[src/rtl/ondra_par_pkg.sv]
// Shared types and default constants for the Ondra parallel-port
// printer sink.
package ondra_par_pkg;

  localparam int FIFO_AW_DEF     = 4;
  localparam int SYNC_STAGES_DEF = 2;
  localparam int STB_MIN_DEF     = 4;
  localparam int BUSY_MIN_DEF    = 16;

  typedef enum logic [1:0] {
    DISARMED,
    IDLE,
    HOLD,
    RELEASE
  } par_state_e;

endpackage

[src/rtl/ondra_byte_fifo.sv]
// Byte FIFO with show-ahead output.
// The level is derived from free-running write/read counts.
module ondra_byte_fifo #(
  parameter int AW = 4
) (
  input  logic          clk_sys,
  input  logic          reset,
  input  logic          push,
  input  logic          pop,
  input  logic [7:0]    din,
  output logic [7:0]    dout,
  output logic          empty,
  output logic          full,
  output logic [AW:0]   level
);

  localparam logic [AW:0] DEPTH = {1'b1, {AW{1'b0}}};

  logic [AW:0] wr_q, rd_q;
  logic [7:0]  mem_q [2**AW];
  logic        push_ok, pop_ok;

  assign level   = wr_q - rd_q;
  assign empty   = (level == '0);
  assign full    = (level == DEPTH);
  assign pop_ok  = pop && !empty;
  assign push_ok = push && (!full || pop_ok);
  // An empty FIFO presents zero so no stale byte leaks after reset.
  assign dout    = empty ? 8'h00 : mem_q[rd_q[AW-1:0]];

  always_ff @(posedge clk_sys) begin
    if (push_ok) mem_q[wr_q[AW-1:0]] <= din;
  end

  always_ff @(posedge clk_sys or posedge reset) begin
    if (reset) begin
      wr_q <= '0;
      rd_q <= '0;
    end else begin
      wr_q <= wr_q + (AW+1)'(push_ok);
      rd_q <= rd_q + (AW+1)'(pop_ok);
    end
  end

endmodule

[src/rtl/ondra_parallel_sink.sv]
// Printer end of the Ondra parallel port: strobe filter, BUSY
// handshake FSM and byte FIFO onto a valid/ready stream.
module ondra_parallel_sink
  import ondra_par_pkg::*;
#(
  parameter int FIFO_AW        = FIFO_AW_DEF,
  parameter int SYNC_STAGES    = SYNC_STAGES_DEF,
  parameter int STB_MIN_CYCLES = STB_MIN_DEF,
  parameter int BUSY_MIN       = BUSY_MIN_DEF
) (
  input  logic               clk_sys,
  input  logic               reset,
  input  logic [7:0]         par_data,
  input  logic               strobe_n,
  output logic               busy,
  output logic [7:0]         m_data,
  output logic               m_valid,
  input  logic               m_ready,
  output logic               overflow,
  input  logic               overflow_clr,
  output logic [FIFO_AW:0]   fifo_level
);

  localparam int FW = $clog2(STB_MIN_CYCLES + 1);
  localparam int HW = $clog2(BUSY_MIN + 1);
  localparam logic [FW-1:0] FLT_MAX = FW'(STB_MIN_CYCLES);
  localparam logic [HW-1:0] HOLD_LD = HW'(BUSY_MIN - 1);

  logic [SYNC_STAGES-1:0]      stb_sync_q;
  logic [SYNC_STAGES-1:0][7:0] dat_sync_q;
  logic                        stb_s;
  logic [7:0]                  dat_s;

  logic [FW-1:0] flt_q, flt_d;
  logic          hit_q, hit_d;
  logic [HW-1:0] hold_q, hold_d;
  par_state_e    state_q, state_d;
  logic          ovf_q, ovf_set;
  logic          push, pop, empty, full;

  assign stb_s = stb_sync_q[SYNC_STAGES-1];
  assign dat_s = dat_sync_q[SYNC_STAGES-1];

  always_ff @(posedge clk_sys or posedge reset) begin
    if (reset) begin
      stb_sync_q <= '0;
      dat_sync_q <= '0;
    end else begin
      stb_sync_q <= {stb_sync_q[SYNC_STAGES-2:0], strobe_n};
      dat_sync_q <= {dat_sync_q[SYNC_STAGES-2:0], par_data};
    end
  end

  // hit_q marks the single cycle after the filter first saturates.
  always_comb begin
    flt_d = flt_q;
    hit_d = 1'b0;
    if (stb_s) begin
      flt_d = '0;
    end else if (flt_q != FLT_MAX) begin
      flt_d = flt_q + 1'b1;
      hit_d = (flt_q == FLT_MAX - 1'b1);
    end
  end

  assign pop = m_valid && m_ready;

  always_comb begin
    state_d = state_q;
    hold_d  = hold_q;
    busy    = 1'b1;
    push    = 1'b0;
    ovf_set = 1'b0;
    unique case (state_q)
      DISARMED: begin
        if (stb_s) state_d = IDLE;
      end
      IDLE: begin
        busy = full;
        if (hit_q) begin
          state_d = HOLD;
          hold_d  = HOLD_LD;
          if (!full || pop) push    = 1'b1;
          else              ovf_set = 1'b1;
        end
      end
      HOLD: begin
        if (hold_q == '0) state_d = RELEASE;
        else              hold_d  = hold_q - 1'b1;
      end
      RELEASE: begin
        if (stb_s) state_d = IDLE;
      end
      default: state_d = DISARMED;
    endcase
  end

  always_ff @(posedge clk_sys or posedge reset) begin
    if (reset) begin
      flt_q   <= '0;
      hit_q   <= 1'b0;
      hold_q  <= '0;
      state_q <= DISARMED;
      ovf_q   <= 1'b0;
    end else begin
      flt_q   <= flt_d;
      hit_q   <= hit_d;
      hold_q  <= hold_d;
      state_q <= state_d;
      if (ovf_set)           ovf_q <= 1'b1;
      else if (overflow_clr) ovf_q <= 1'b0;
    end
  end

  assign overflow = ovf_q;
  assign m_valid  = !empty;

  ondra_byte_fifo #(
    .AW(FIFO_AW)
  ) u_fifo (
    .clk_sys (clk_sys),
    .reset   (reset),
    .push    (push),
    .pop     (pop),
    .din     (dat_s),
    .dout    (m_data),
    .empty   (empty),
    .full    (full),
    .level   (fifo_level)
  );

endmodule
[config.mk]
export PLATFORM = sky130hd
export DESIGN_NAME = ondra_parallel_sink
export DESIGN_NICKNAME = d
export VERILOG_FILES = /design/src/rtl/ondra_par_pkg.sv /design/src/rtl/ondra_byte_fifo.sv /design/src/rtl/ondra_parallel_sink.sv
export SDC_FILE = /design/constraint.sdc
export NUM_CORES = 1
export LEC_CHECK = 0
export CAP_MARGIN = 10
export CORE_MARGIN = 2
export CORE_UTILIZATION = 25
export CTS_CLUSTER_DIAMETER = 120
export CTS_CLUSTER_SIZE = 20
export DETAILED_ROUTE_END_ITERATION = 10
export GPL_TIMING_DRIVEN = 0
export HOLD_SLACK_MARGIN = 0.05
export MAX_ROUTING_LAYER = met4
export PLACE_DENSITY = 0.47
export SLEW_MARGIN = 30
export SYNTH_ARGS = -nofsm -noshare
export SYNTH_HDL_FRONTEND = slang
export SYNTH_SLANG_ARGS = --single-unit
[constraint.sdc]
create_clock -name clk_sys -period 9.15 [get_ports clk_sys]
set_input_delay 2.2875 -clock clk_sys [delete_from_list [all_inputs] [get_ports clk_sys]]
set_output_delay 2.2875 -clock clk_sys [all_outputs]
set_load 0.05 [all_outputs]
==> parameters.txt <==
Parameter                              Value

Synthesis
  Compound-gate portion of the synthesized area    4.11%
  Instance count of the mapped netlist    375
  Net Count, Synth    405
  Share of the synthesized area in the top cell type    57.4%
  Area share of xor/xnor cells in the synthesized design    1.81%
  Multiplexer share of the synthesized area    11.2%
  Share of synthesized flip-flops with an asynchronous set or reset    23.8%
  Largest family of logic cells by synthesized area    multiplexers
  Number of synthesized register bits    168
  Count of yosys warnings during synthesis    0
  Top_reg_cell synth    edfxtp_1
  Number of library cell types mapped by synthesis    39
  Post-synthesis sequential area ratio    72.4%
  Cell type with the highest aggregate area in the netlist    edfxtp_1
  Post-Synth Adder-Cell Area    3.29%
  Dominant cells by area after synthesis    edfxtp_1, dfrtp_1, mux4_2
  Most instantiated library cell after synthesis    edfxtp_1
  Netlist area before placement    6690 um2
  List of most frequent post-synthesis cells    edfxtp_1, dfrtp_1, mux4_2
  Number of flops mapped to enable cells by yosys    128
  Post-synthesis average cell area    17.9 um2
  Area fraction in and, or, nand and nor cells after synthesis    4.97%

Detailed routing
  WL per Instance    18.6 um
  Initial drt markers    284
  Detailed-router iteration count before antenna repair    4
  Residual DRC count    0
  Vias after detailed routing    3437
  DRT antenna net count    0
  Total wire length after detailed routing    14600 um
  Detail-routed via count per cell    4.38

Global route
  First-pass GRT wire length    23000 um
  Gr usage total    11.6%
  Number of global-route vias before repair    3808
  Antenna violations before repair    0
  Pin count of the biggest net entering global routing    24
  Congestion Overflow GR    0

Timing
  Total count of hold-check failures in the final report    0
  Post-layout min period    6.36 ns
  Final worst path period share    69.5%
  Fmax    0.157 GHz
  Number of max-slew violations in the final report    0
  Sum Neg Setup Slack    0 ns
  # setup viols final    0
  Max_slew headroom    44.1%
  Setup repair after global routing missed its margin    no
  Measured slew at the worst slew-check pin    0.834 ns
  Clock skew after layout    0.0171 ns

Status
  Outcome    completed

Layout
  Final Instance Area    8210 um2
  Layout Area Growth over Synthesis    22.6%
  Number of antenna repair diodes    0
  NumNets Final    466
  Fraction of layout cells with a size suffix above 1    23.6%

Setup path
  Cell family with the largest share of critical-path delay    buffers and inverters
  Worst setup path startpoint    u_fifo.rd_q[2]$_DFF_PP0_
  FF-to-FF setup slack    5.46 ns
  Critical setup path kind    reg -> out
  Worst path slowest cell    clkdlybuf4s50_1
  Largest incremental delay on the critical path    0.75 ns
  Required time worst endpoint    6.86 ns
  Worst EP arrival    4.07 ns
  Type of element launching the critical path    flip-flop
  Worst Path Buf+Inv    4
  Peak fanout along the critical path    10
  Startpoint of the lowest-slack register-to-register path    u_fifo.rd_q[2]$_DFF_PP0_
  Critical path, cell by cell    buf_2 > buf_1 > inv_1 > ha_1 > a21oi_1 > o21ai_2 > xor2_2 > nor4_4 > a21oi_1 > clkdlybuf4s50_1
  CP Capture Type    primary output
  Most frequent CP cell    a21oi_1

Clock network
  Hold bufs inserted after CTS    0
  Clock tree from TritonCTS    done
  Clk slew on worst S/H paths    0.07 ns
  Clock root buffer    clkbuf_16
  Number of CTS-inserted buffers    17
  Maximum clock insertion buffer count    2
  Total clock sinks    168
  Post CTS Setup Buffer Count    0
  CTS H-Tree Depth    4
  Post-cts resize count    0
  Insertion delay to the later sink of the worst-skew pair    0.43 ns

Floorplanning
  Core area    26200 um2
  Initial standard-cell utilization of the core    25.5%
  Die area    28100 um2
  Die Y-Extent    168 um
  Count of pins on the block boundary    29
  Floorplan die width    168 um
  Std cell rows    59

Job
  Max-cap violation count    0

Min path
  Hold Crit Start    dat_sync_q[4]$_DFF_PP0_
  Hold Path Class    reg -> reg

Place
  Detailed Place HPWL    10200 um
  Buffers added on ports    28
  Final RePlAce weighted congestion    0.763
  Cell area after placement    7600 um2

Pwr
  LEAKAGE    2.85 nW
  Largest voltage drop on the vdd net    0.000519 V
  Pwr/cell area    335 nW/um2
-- placed cells by master, fill, tap and decap left out, types with 3 or more instances in the layout --
master and instances:
buf_2 12, buf_4 6, nor4_2 5, mux2i_1 3, nor3_2 11, nand2_1 17, mux4_2 32, a21oi_1 15
inv_1 18, inv_6 8, nand3_1 5, clkbuf_1 6, edfxtp_1 128, xor2_1 3, o21ai_0 6, nor2_1 13
ha_1 16, xnor2_1 9, clkdlybuf4s50_1 28, nand2b_1 4, a22oi_1 16, clkbuf_16 17, bufinv_16 3, dfrtp_1 40
-- power breakdown --
part	switching (mW)	internal (mW)	leakage [nW]
sequential	0.0534	0.867	1.63
clock	0.302	0.436	0.302
combinational	0.692	0.400	0.914
total	1.05	1.70	2.85
-- path summary, 6_finish.rpt --
path | cells after the start | end
worst min register to register | 0 | dat_s[4]$_DFF_PP0_
worst max register to register | 11 | u_fifo.mem_q[13][7]$_DFFE_PP_
min in group asynchronous | 2 | dat_sync_q[0]$_DFF_PP0_
worst max-delay path | 10 | m_data[0]
max in group asynchronous | 3 | dat_s[1]$_DFF_PP0_
worst min-delay path | 0 | dat_s[4]$_DFF_PP0_
-- worst reg2reg max path, delay by kind of cell (launching register included) --
kind | cells | cell delay, ns
buffers and inverters | 5 | 1.18
and+or+nand+nor | 3 | 1.01
adders and majority gates | 1 | 0.37
DFF | 1 | 0.32
xor gates and xnor gates | 1 | 0.28
AOI/OAI and AO/OA | 1 | 0.16
-- per-stage QoR --
stage / util, % / hold WS [ns] / total power [mW] / setup WS (ns) / cells
final: 31.3 / 0.350 / 2.75 / 2.79 / 784
after global routing: 31.3 / 0.363 / 2.90 / 2.37 / 784
after global placement: 28.2 / 0.333 / 2.00 / 2.69 / 738
after detailed placement: 29.0 / 0.336 / 2.04 / 3.11 / 752
after CTS: 31.3 / 0.352 / 2.79 / 2.64 / 784
after floorplan: - / 0.331 / 1.69 / 3.45 / 375
-- registers in the layout, summed over array words and instances (netlist names) --
name	flops
u_fifo.mem_q	128
dat_s	8
dat_sync_q	8
hold_q	5
u_fifo.rd_q	5
u_fifo.wr_q	5
flt_q	3
state_q	2
stb_sync_q	2
hit_q	1
overflow	1
-- logic make-up (layout without fill, tap and decap cells) --
logic type	count (synthesis)	in the layout
fa+ha+maj	17	17
xor+xnor	13	13
compound gates	43	43
buf+inv	33	107
flops	168	168
mux	35	35
simple gates	66	66
-- final cells by class --
cell class                      instances  area, um2
Fill cell                            2519      18000
Sequential cell                       168       4840
Multi-Input combinational cell        174       1800
Clock buffer                           17        425
Tap cell                              335        419
Timing Repair Buffer                   42        388
Clock inverter                         15        186
Buffer                                 14       77.6
Inverter                               19       71.3
-- metal layers --
layer	GRT usage, %	vias up	part of all wire (%)
met5	-	-	0
met4	4.91	0	1.5
met1	13.8	1781	43
met3	2.79	8	3.5
li1	-	1584	-
met2	19.1	64	52
Note: power is estimated with default switching activity, not from simulation.
